### src/rtl/pc_gen_pkg.sv
// Shared fetch-stage definitions: PC generator states and default reset vector / increment.
package pc_gen_pkg;

  typedef enum logic [1:0] {
    BOOT = 2'd0,
    RUN  = 2'd1,
    PEND = 2'd2
  } pc_state_e;

  localparam logic [31:0] DEF_RESET_VECTOR = 32'h0000_2000;
  localparam int          DEF_INCR         = 4;

endpackage

### src/rtl/pc_incr.sv
// Sequential-PC adder: pc + INCR, truncated so the result wraps at PC_WIDTH bits.
module pc_incr #(
  parameter int PC_WIDTH = 32,
  parameter int INCR     = 4
) (
  input  logic [PC_WIDTH-1:0] i_pc,
  output logic [PC_WIDTH-1:0] o_pc_incr
);

  assign o_pc_incr = i_pc + PC_WIDTH'(INCR);

endmodule

### src/rtl/pc_gen_unit.sv
// Registered fetch PC with stall/ready back-pressure, buffered redirects and misaligned-target flagging.
//   state | meaning
//   BOOT  | first cycle after reset, pc_out not yet valid, redirects ignored
//   RUN   | fetching, no redirect waiting
//   PEND  | redirect captured while stalled, applied on the next advance
module pc_gen_unit
  import pc_gen_pkg::*;
#(
  parameter int                  PC_WIDTH     = 32,
  parameter logic [PC_WIDTH-1:0] RESET_VECTOR = PC_WIDTH'(DEF_RESET_VECTOR),
  parameter int                  INCR         = DEF_INCR,
  parameter int                  ALIGN_BITS   = 2
) (
  input  logic                i_clk,
  input  logic                i_rst,
  input  logic                i_stall,
  input  logic                i_fetch_ready,
  input  logic                i_redirect_valid,
  input  logic [PC_WIDTH-1:0] i_redirect_target,
  output logic [PC_WIDTH-1:0] o_pc_out,
  output logic                o_pc_valid,
  output logic [PC_WIDTH-1:0] o_pc_plus_incr,
  output logic                o_misalign_err
);

  localparam logic [PC_WIDTH-1:0] ALIGN_MASK = {PC_WIDTH{1'b1}} << ALIGN_BITS;

  pc_state_e           r_state;
  logic [PC_WIDTH-1:0] r_pc;
  logic                r_pc_valid;
  logic [PC_WIDTH-1:0] r_pend;
  logic                r_misalign;

  pc_state_e           w_state_nxt;
  logic [PC_WIDTH-1:0] w_pc_nxt;
  logic                w_valid_nxt;
  logic [PC_WIDTH-1:0] w_pend_nxt;
  logic                w_mis_nxt;

  logic                w_advance;
  logic [PC_WIDTH-1:0] w_pc_incr;
  logic [PC_WIDTH-1:0] w_tgt_aligned;
  logic                w_tgt_mis;

  pc_incr #(
    .PC_WIDTH (PC_WIDTH),
    .INCR     (INCR)
  ) u_pc_incr (
    .i_pc      (r_pc),
    .o_pc_incr (w_pc_incr)
  );

  assign w_advance     = r_pc_valid & i_fetch_ready & ~i_stall;
  assign w_tgt_aligned = i_redirect_target & ALIGN_MASK;
  assign w_tgt_mis     = |(i_redirect_target & ~ALIGN_MASK);

  always_comb begin
    w_state_nxt = r_state;
    w_pc_nxt    = r_pc;
    w_valid_nxt = r_pc_valid;
    w_pend_nxt  = r_pend;
    w_mis_nxt   = 1'b0;
    case (r_state)
      BOOT: begin
        w_state_nxt = RUN;
        w_valid_nxt = 1'b1;
      end
      RUN, PEND: begin
        // A live redirect always beats the buffered one (youngest wins).
        if (i_redirect_valid) begin
          w_mis_nxt = w_tgt_mis;
          if (w_advance) begin
            w_pc_nxt    = w_tgt_aligned;
            w_pend_nxt  = '0;
            w_state_nxt = RUN;
          end else begin
            w_pend_nxt  = w_tgt_aligned;
            w_state_nxt = PEND;
          end
        end else if (w_advance) begin
          if (r_state == PEND) begin
            w_pc_nxt    = r_pend;
            w_pend_nxt  = '0;
            w_state_nxt = RUN;
          end else begin
            w_pc_nxt = w_pc_incr;
          end
        end
      end
      default: begin
        w_state_nxt = BOOT;
        w_valid_nxt = 1'b0;
      end
    endcase
  end

  always_ff @(posedge i_clk or posedge i_rst) begin
    if (i_rst) begin
      r_state    <= BOOT;
      r_pc       <= RESET_VECTOR;
      r_pc_valid <= 1'b0;
      r_pend     <= '0;
      r_misalign <= 1'b0;
    end else begin
      r_state    <= w_state_nxt;
      r_pc       <= w_pc_nxt;
      r_pc_valid <= w_valid_nxt;
      r_pend     <= w_pend_nxt;
      r_misalign <= w_mis_nxt;
    end
  end

  assign o_pc_out       = r_pc;
  assign o_pc_valid     = r_pc_valid;
  assign o_pc_plus_incr = w_pc_incr;
  assign o_misalign_err = r_misalign;

endmodule

### config.mk
export PLATFORM = sky130hd
export DESIGN_NAME = pc_gen_unit
export DESIGN_NICKNAME = d
export VERILOG_FILES = /design/src/rtl/pc_gen_pkg.sv /design/src/rtl/pc_incr.sv /design/src/rtl/pc_gen_unit.sv
export SDC_FILE = /design/constraint.sdc
export NUM_CORES = 1
export LEC_CHECK = 0
export ABC_AREA = 1
export CAP_MARGIN = 20
export CORE_ASPECT_RATIO = 0.8
export CORE_MARGIN = 3
export CORE_UTILIZATION = 35
export CTS_BUF_LIST = sky130_fd_sc_hd__clkbuf_4 sky130_fd_sc_hd__clkbuf_8
export DETAILED_ROUTE_END_ITERATION = 8
export PLACE_DENSITY = 0.63
export RECOVER_POWER = 50
export SKIP_LAST_GASP = 1
export SLEW_MARGIN = 15
export SYNTH_ARGS = -nofsm -noshare
export SYNTH_HDL_FRONTEND = slang
export SYNTH_SLANG_ARGS = --single-unit
### constraint.sdc
create_clock -name i_clk -period 2.7 [get_ports i_clk]
set_input_delay 0.54 -clock i_clk [delete_from_list [all_inputs] [get_ports i_clk]]
set_output_delay 0.54 -clock i_clk [all_outputs]
set_load 0.05 [all_outputs]
==> flow_metrics.env, run 1 <==
export IMPL_ys_seq_area_share_pct=38.3
export IMPL_crit_buf_inv=1
export IMPL_worst_slew_pin_slew_ns=1.67
export IMPL_rows=35
export IMPL_place_inst=818
export IMPL_fmax_mhz=389
export IMPL_maxSlewHeadroom_pct=-11.3
export IMPL_synth_edff_count=0
export IMPL_synthArstFlopShare_pct=100
export IMPL_grt_util_all_layers_pct=19.7
export IMPL_io_pins=103
export IMPL_slowest_stage="dfrtp_1"
export IMPL_dpl_hpwl_um=9400
export IMPL_cts_tree="built"
export IMPL_maxSlewViolCount=65
export IMPL_status="complete, but fails checks"
export IMPL_cts_sinks=64
export IMPL_clk_pin_slew_ns=0.08
export IMPL_drt_iter0_drc=320
export IMPL_cts_buffer_depth=2
export IMPL_clock_skew_final_ns=0.00918
export IMPL_syn_inst=593
export IMPL_period_needed_ns=2.57
export IMPL_synth_most_common_cell="nand2_1"
export IMPL_cpPeakStageDelay_ns=0.43
export IMPL_crit_path_end_kind="output pin"
export IMPL_cp_top_family="simple AND/OR/NAND/NOR gates"
export IMPL_antenna_found_initial=0
export IMPL_p_comb_share_pct=65.5
export IMPL_synth_top_cells_by_count="nand2_1, inv_1, a21oi_1"
export IMPL_numCtsBuffers=9
export IMPL_power_switching_mw=4.17
export IMPL_overflow=0
export IMPL_path_class="register to output pin"
export IMPL_yosys_area_top_type="dfrtp_1"
export IMPL_p_leak_nw=2.65
export IMPL_final_cells=834
export IMPL_p_int_mw=3.48
export IMPL_vias=4279
export IMPL_final_hold_viol_count=0
export IMPL_grt_pass1_vias=4066
export IMPL_setup_viol=0
export IMPL_cts_setup_buffers=0
export IMPL_seqPwrFrac_pct=23.0
export IMPL_path_cells="ha_1 > nand2_2 > nor2_4 > nand2_4 > nor2_4 > nand3_1 > nand2_1 > buf_12"
export IMPL_via_per_inst=5.13
export IMPL_synthFlopType="dfrtp_1"
export IMPL_route_detailed_drc=0
export IMPL_p_sw_share_pct=54.5
export IMPL_start_util_pct=36.0
export IMPL_syn_area_um2=4180
export IMPL_power_mw=7.65
export IMPL_cts_root_buf="clkbuf_8"
export IMPL_synth_top_area_share_pct=37.7
export IMPL_start_kind="register"
export IMPL_fin_worst_hold_slack_ns=0.538
export IMPL_peakVddDrop_v=0.000964
export IMPL_n_antenna_cell=0
export IMPL_antenna_left=0
export IMPL_fp_dieH_um=104
export IMPL_syn_avg_cell_area_um2=7.05
export IMPL_arrival_ns=2.03
export IMPL_clk_latency_ns=0.36
export IMPL_hold_path_class="register to register"
export IMPL_crit_required_ns=2.16
export IMPL_fp_coreArea_um2=11600
export IMPL_die_area_um2=13300
export IMPL_clockPowerShare_pct=11.5
export IMPL_violations="capacitance limit, slew limit"
export IMPL_grt_max_degree=65
export IMPL_synth_distinct_cells=33
export IMPL_yosys_top_cells_area="dfrtp_1, nand2_1, a21oi_1"
export IMPL_firstDrtPassIters=5
export IMPL_die_x_um=128
export IMPL_maxCapViolCount=1
export IMPL_cts_max_level=3
export IMPL_cp_max_fo=8
export IMPL_synth_ff_latch_count=64
export IMPL_routedWlPerCell_um=15.4
export IMPL_power_density_nw_per_um2=1370
export IMPL_port_buffers=98
export IMPL_place_congestion=0.951
export IMPL_wirelength_um=12800
export IMPL_grt_first_pass_wirelength_um=21200
export IMPL_ys_warn_count=0
export IMPL_nets=722
export IMPL_fin_crit_sh_pct=95.2
export IMPL_cp_common_cell="nor2_4"
export IMPL_drive_above_1_share_pct=11.2
export IMPL_syn_to_final_growth_pct=33.5
[cell families after synthesis]
family	Yosys count	share of synthesized area [%]
flip-flops	64	38.3
AO/OA/AOI/OAI	148	19.8
other	1	0.0897
buffers and inverters	120	11.3
adder cells (fa/ha/maj)	4	1.20
AND/OR/NAND/NOR	249	27.8
XOR/XNOR	7	1.47
[power groups by stage]
stage	logic, mW	clock network (mW)	registers (mW)
floorplan	2.65	0	2.41
global placement	5.00	0	1.75
detailed placement	5.05	0	1.77
CTS	5.07	0.896	1.76
global route	5.43	0.938	1.81
finish	5.01	0.879	1.76
[layout make-up]
type,count,area (µm²)
well taps,148,185
inverters,85,319
fillers,1141,6030
repair buffers,109,1140
clock buffers,11,151
multi-input cells,412,2120
clock inverters,5,55.1
flip-flops and latches,64,1600
[registers in the layout, indices dropped and copies added (netlist names)]
register and count:
r_state 2, o_pc_out 30, o_pc_valid 1, r_pend 30, o_misalign_err 1
[worst reg2reg max path, delay by kind of cell, from the launching register on]
family	cells	cell delay (ns)
buffers and inverters	2	0.91
AOI/OAI and AO/OA	2	0.45
DFF	1	0.38
adders and majority gates	1	0.50
[timing repair]
action,4_1_cts,5_1_grt
gates resized for setup,0,2
hold buffers,0,0
endpoints found under the setup margin,0,3
[path summary, 6_finish.rpt]
path,start,endpoint,slack [ns],cells past startpoint
setup / recovery,o_pc_out[3],o_pc_plus_incr[28],0.13,8
hold / removal,r_pend[23],r_pend[23],0.54,2
setup reg to reg,r_state[0],o_pc_out[13],0.37,5
hold reg to reg,r_pend[23],r_pend[23],0.54,2
max in group asynchronous,i_rst,r_pend[28],0.49,3
min in group asynchronous,i_rst,r_pend[13],1.19,3
[cells in the final DEF (no fill, tap or decap), drive strengths merged]
cell,n
o211ai,1
o32ai,1
conb,4
nand2,146
a21boi,17
clkinv,3
nand3b,1
clkdlybuf4s50,69
buf,33
a21oi,66
nor3,2
bufinv,1
nor2,43
dfrtp,63
xor2,7
dfstp,1
dlygate4sd3,1
clkbuf,16
nand4,30
nand3,26
inv,84
a22oi,7
clkinvlp,2
o21ai,55
ha,4
and2,1
o22ai,1
dlymetal6s2s,1
[through the flow]
stage | cell area (µm²) | setup TNS, ns | utilization (%) | setup slack, ns
finish | 5580 | 0 | 48.1 | 0.129
global route | 5580 | -0.00241 | 48.1 | -0.00241
CTS | 5620 | 0 | 48.4 | 0.0975
detailed placement | 5410 | 0 | 46.6 | 0.513
global placement | 5410 | 0 | 46.6 | 0.524
floorplan | 4190 | 0 | - | 0.0630
[routing by layer]
| layer | track usage, % | vias to the layer above | part of all wire, % |
|---|---|---|---|
| met4 | 5.00 | 0 | 1.1 |
| met3 | 5.57 | 16 | 7.2 |
| met2 | 28.4 | 147 | 43 |
| li1 | - | 2112 | - |
| met1 | 29.0 | 2004 | 49 |
| met5 | 0 | - | 0 |
Power figures use the tool's default switching activity.
==> run 2, diff against run 1 <==
- GPL_ROUTABILITY_DRIVEN: unset -> 0
- SETUP_SLACK_MARGIN: unset -> 0.2
==> flow_metrics.env, run 2 (same netlist as run 1, synthesis figures left out) <==
export IMPL_status="complete, but fails checks"
export IMPL_violations="capacitance limit, slew limit"
export IMPL_firstDrtPassIters=5
export IMPL_power_density_nw_per_um2=1350
export IMPL_grt_util_all_layers_pct=19.7
export IMPL_worst_slew_pin_slew_ns=1.70
export IMPL_fp_coreArea_um2=11600
export IMPL_overflow=0
export IMPL_cts_root_buf="clkbuf_8"
export IMPL_wirelength_um=13200
export IMPL_clock_skew_final_ns=0.00739
export IMPL_cts_sinks=64
export IMPL_cts_tree="built"
export IMPL_crit_required_ns=2.16
export IMPL_die_area_um2=13300
export IMPL_mostFrequentLayoutCell="nand2_1"
export IMPL_tns_ns=0
export IMPL_syn_to_final_growth_pct=36.8
export IMPL_r2r_start="r_state[1]"
export IMPL_arrival_ns=1.93
export IMPL_antenna_found_initial=0
export IMPL_antenna_left=0
export IMPL_rows=35
export IMPL_io_pins=103
export IMPL_vias=4337
export IMPL_hold_path_class="register to register"
export IMPL_maxSlewHeadroom_pct=-13.5
export IMPL_grt_max_degree=65
export IMPL_dpl_cell_area_um2=5410
export IMPL_hold_depth=2
export IMPL_fmax_mhz=405
export IMPL_grt_first_pass_wirelength_um=21000
export IMPL_period_needed_ns=2.47
export IMPL_min_to="r_pend[3]"
export IMPL_dp_slack_ns=0.464
export IMPL_maxCapViolCount=1
export IMPL_ff2ff_setup_slack_ns=0.57
export IMPL_die_x_um=128
export IMPL_routedWlPerCell_um=15.8
export IMPL_clk_pin_slew_ns=0.07
export IMPL_hold_start="r_pend[3]"
export IMPL_setup_viol=0
export IMPL_drt_iter0_drc=281
export IMPL_final_cells=838
export IMPL_fin_crit_sh_pct=91.5
export IMPL_rr_worst_depth=6
export IMPL_route_detailed_drc=0
export IMPL_crit_path_end_kind="output pin"
export IMPL_cts_buffer_depth=2
export IMPL_final_hold_viol_count=0
export IMPL_cts_max_level=3
export IMPL_maxSlewViolCount=65
export IMPL_start_util_pct=36.0
export IMPL_power_mw=7.71
export IMPL_rsz0062_at_grt="yes"
export IMPL_grt_pass1_vias=4082
export IMPL_path_class="register to output pin"
export IMPL_peakVddDrop_v=0.000919
export IMPL_dpl_hpwl_um=9360
export IMPL_n_antenna_cell=0
export IMPL_fp_dieH_um=104
export IMPL_final_setup_worst_slack_ns=0.230
export IMPL_cp_max_fo=8
export IMPL_place_inst=817
export IMPL_start_kind="register"
export IMPL_p_leak_nw=2.67
export IMPL_cts_hold_buf=0
export IMPL_reg2reg_to="o_pc_out[15]"
export IMPL_final_cell_mix="nand2_1, inv_1, a21oi_1"
export IMPL_drive_above_1_share_pct=17.7
export IMPL_stdcell_area_um2=5720
export IMPL_clk_latency_ns=0.35
export IMPL_nets=728
export IMPL_port_buffers=98
export IMPL_numCtsBuffers=9
export IMPL_via_per_inst=5.18
## run 2: changes by cell type in the layout (fill, tap and decap cells not counted), sizes merged
| cell | previous run | this run |
|---|---|---|
| dlygate4sd2 | 0 | 2 |
| clkinv | 3 | 2 |
| dlygate4sd3 | 1 | 6 |
| bufinv | 1 | 0 |
| dlymetal6s2s | 1 | 0 |
| clkdlybuf4s50 | 69 | 62 |
| buf | 33 | 42 |
| clkinvlp | 2 | 1 |
| inv | 84 | 83 |
## run 2: worst max path at each step
stage | to | start | slack [ns] | cells after the start
global placement | o_pc_plus_incr[4] | o_pc_out[2] | 0.49 | 3
global route | o_pc_out[6] | i_rst | 0.10 | 3
finish | o_pc_plus_incr[28] | o_pc_out[3] | 0.23 | 9
CTS | o_pc_plus_incr[28] | o_pc_out[3] | 0.16 | 8
detailed placement | o_pc_plus_incr[24] | o_pc_out[3] | 0.46 | 9
floorplan | o_pc_plus_incr[28] | o_pc_out[3] | 0.25 | 7
## run 2: metal layers
metal	wire length [µm]	vias to the layer above	GRT usage [%]
met4	167	0	5.53
met2	5890	121	29.2
met5	0	-	0
li1	-	2109	-
met1	6180	2093	27.9
met3	969	14	5.72
## run 2: metrics by stage
stage / utilization [%] / hold slack (ns)
after floorplan: - / 0.487
after global placement: 46.6 / 0.509
after detailed placement: 46.6 / 0.511
after CTS: 48.4 / 0.527
after global routing: 49.3 / 0.575
final: 49.3 / 0.520
## run 2: power breakdown
group / total [mW] / leakage, nW / internal, mW / switching (mW)
combinational: 5.19 / 1.82 / 1.69 / 3.49
clock: 0.746 / 0.0896 / 0.378 / 0.368
sequential: 1.78 / 0.761 / 1.40 / 0.385
total: 7.71 / 2.67 / 3.47 / 4.25
## run 2: layout make-up
type,count,area [µm²]
Clock buffer,13,160
Timing Repair Buffer,115,1200
Clock inverter,1,5.00
Fill cell,1137,5890
Multi-Input combinational cell,412,2230
Inverter,85,323
Sequential cell,64,1610
Tap cell,148,185
## run 2: repair_timing
| item | 4_1_cts | 5_1_grt |
|---|---|---|
| endpoints found under the setup margin | 11 | 22 |
| gates resized for setup | 7 | 45 |
| buffers inserted | 4 | 3 |
| hold endpoints to repair | 0 | 0 |
| cloned | 0 | 0 |
| pin swaps | 4 | 10 |
## run 2: worst max-delay path, cell delays in order (launching register included)
cell	delay, ns
dfrtp_1	0.41
ha_2	0.22
nand2_2	0.07
nor2_4	0.14
nand2_4	0.13
nor2_4	0.20
nand2_1	0.10
nand2_2	0.08
nand2_2	0.07
buf_12	0.15
==> run 3, diff against run 2 <==
- CORE_ASPECT_RATIO: 0.8 -> 0.75
- SETUP_SLACK_MARGIN: 0.2 -> 0.1
==> flow_metrics.env, run 3 (same netlist as run 1, synthesis figures left out) <==
export IMPL_vias=4225
export IMPL_maxSlewHeadroom_pct=27.1
export IMPL_tns_ns=0
export IMPL_path_cells="ha_2 > nand2_2 > nor2_4 > nand2_4 > nor2_4 > nand2_1 > nand2_1 > nand2_2 > buf_12"
export IMPL_cts_tree="built"
export IMPL_crit_required_ns=2.16
export IMPL_power_density_nw_per_um2=1350
export IMPL_routedWlPerCell_um=15.1
export IMPL_fin_util_pct=49.5
export IMPL_drt_iter0_drc=316
export IMPL_fmax_mhz=397
export IMPL_fp_dieH_um=101
export IMPL_setup_viol=0
export IMPL_n_antenna_cell=0
export IMPL_cts_max_level=3
export IMPL_fin_worst_hold_slack_ns=0.529
export IMPL_worst_slew_pin_slew_ns=1.09
export IMPL_grt_first_pass_wirelength_um=20800
export IMPL_die_area_um2=13300
export IMPL_path_class="register to output pin"
export IMPL_p_leak_nw=2.65
export IMPL_io_pins=103
export IMPL_cp_max_fo=8
export IMPL_port_buffers=98
export IMPL_dpl_hpwl_um=9340
export IMPL_nets=726
export IMPL_clk_pin_slew_ns=0.06
export IMPL_maxSlewViolCount=0
export IMPL_grt_pass1_vias=3989
export IMPL_hold_path_class="register to register"
export IMPL_start_kind="register"
export IMPL_cts_root_buf="clkbuf_8"
export IMPL_start_util_pct=37.1
export IMPL_cts_sinks=64
export IMPL_clock_skew_final_ns=0.00960
export IMPL_rows=33
export IMPL_antenna_found_initial=0
export IMPL_cts_hold_buf=0
export IMPL_crit_end="o_pc_plus_incr[28]"
export IMPL_cts_buffer_depth=2
export IMPL_clk_latency_ns=0.36
export IMPL_mostFrequentLayoutCell="nand2_1"
export IMPL_fin_crit_sh_pct=93.2
export IMPL_drive_above_1_share_pct=12.6
export IMPL_reg2reg_to="r_pend[8]"
export IMPL_wirelength_um=12800
export IMPL_period_needed_ns=2.52
export IMPL_antenna_left=0
export IMPL_ff2ff_setup_slack_ns=0.50
export IMPL_firstDrtPassIters=5
export IMPL_via_per_inst=5.00
export IMPL_arrival_ns=1.98
export IMPL_maxCapViolCount=0
export IMPL_slowest_stage="dfrtp_1"
export IMPL_grt_max_degree=61
export IMPL_fp_coreArea_um2=11300
export IMPL_die_x_um=132
export IMPL_peakVddDrop_v=0.00110
export IMPL_rsz0062_at_grt="no"
export IMPL_grt_util_all_layers_pct=19.7
export IMPL_syn_to_final_growth_pct=33.3
export IMPL_route_detailed_drc=0
export IMPL_stdcell_area_um2=5570
export IMPL_numCtsBuffers=9
export IMPL_status="finished clean"
export IMPL_cpPeakStageDelay_ns=0.41
export IMPL_final_cell_mix="nand2_1, inv_1, clkdlybuf4s50_1"
export IMPL_startpoint="o_pc_out[2]"
export IMPL_dpl_cell_area_um2=5410
export IMPL_crit_path_end_kind="output pin"
export IMPL_final_hold_viol_count=0
export IMPL_overflow=0
export IMPL_r2r_start="r_state[0]"
export IMPL_rr_worst_depth=7
-- run 3: changes by cell type in the layout (fill, tap and decap cells not counted), sizes merged, moves of 2 or more --
| cell | previous run | this run |
|---|---|---|
| clkdlybuf4s50 | 62 | 67 |
| inv | 83 | 85 |
| dlygate4sd3 | 6 | 2 |
| buf | 42 | 38 |
-- run 3: area by class of cell --
cell class | count | area, µm²
timing repair buffer | 113 | 1150
inverter | 85 | 319
sequential | 64 | 1600
multi-input combinational | 412 | 2140
fill | 1138 | 5700
clock buffer | 13 | 160
clock inverter | 1 | 5.00
tap | 157 | 196
-- run 3: worst min path at each step --
stage | depth (start not counted) | to | start | slack, ns
finish | 2 | r_pend[3] | r_pend[3] | 0.53
global route | 2 | r_pend[3] | r_pend[3] | 0.54
CTS | 2 | r_pend[3] | r_pend[3] | 0.53
detailed placement | 2 | r_pend[3] | r_pend[3] | 0.51
global placement | 2 | r_pend[3] | r_pend[3] | 0.51
floorplan | 2 | r_pend[3] | r_pend[3] | 0.49
-- run 3: stage by stage --
step	total power, mW	cells	worst slack, ns
4_1_cts	7.55	840	0.130
6_report	7.54	845	0.183
3_3_place_gp	6.73	826	0.522
3_5_place_dp	6.79	826	0.497
5_1_grt	8.05	845	0.0834
2_1_floorplan	5.07	596	0.172
-- run 3: what timing repair did --
item / in CTS / in global routing
gates resized for setup: 1 / 9
pin swaps: 0 / 5
setup endpoints to repair: 1 / 10
buffers inserted: 0 / 5
-- run 3: where the power goes --
group / internal [mW] / leakage, nW / switching [mW]
clock: 0.378 / 0.0896 / 0.364
combinational: 1.63 / 1.80 / 3.40
sequential: 1.39 / 0.765 / 0.373
-- run 3: critical path: cells and delay by family (launching register included) --
family                   cells  cell delay, ns
AND/OR/NAND/NOR              7            0.83
flip-flops                   1            0.41
adder cells (fa/ha/maj)      1            0.22
buffers and inverters        1            0.16
-- run 3: layer usage --
metal	GRT usage (%)	wire length, µm
met2	27.3	5140
met5	0	0
met1	29.5	6480
met4	4.79	131
met3	6.24	1030
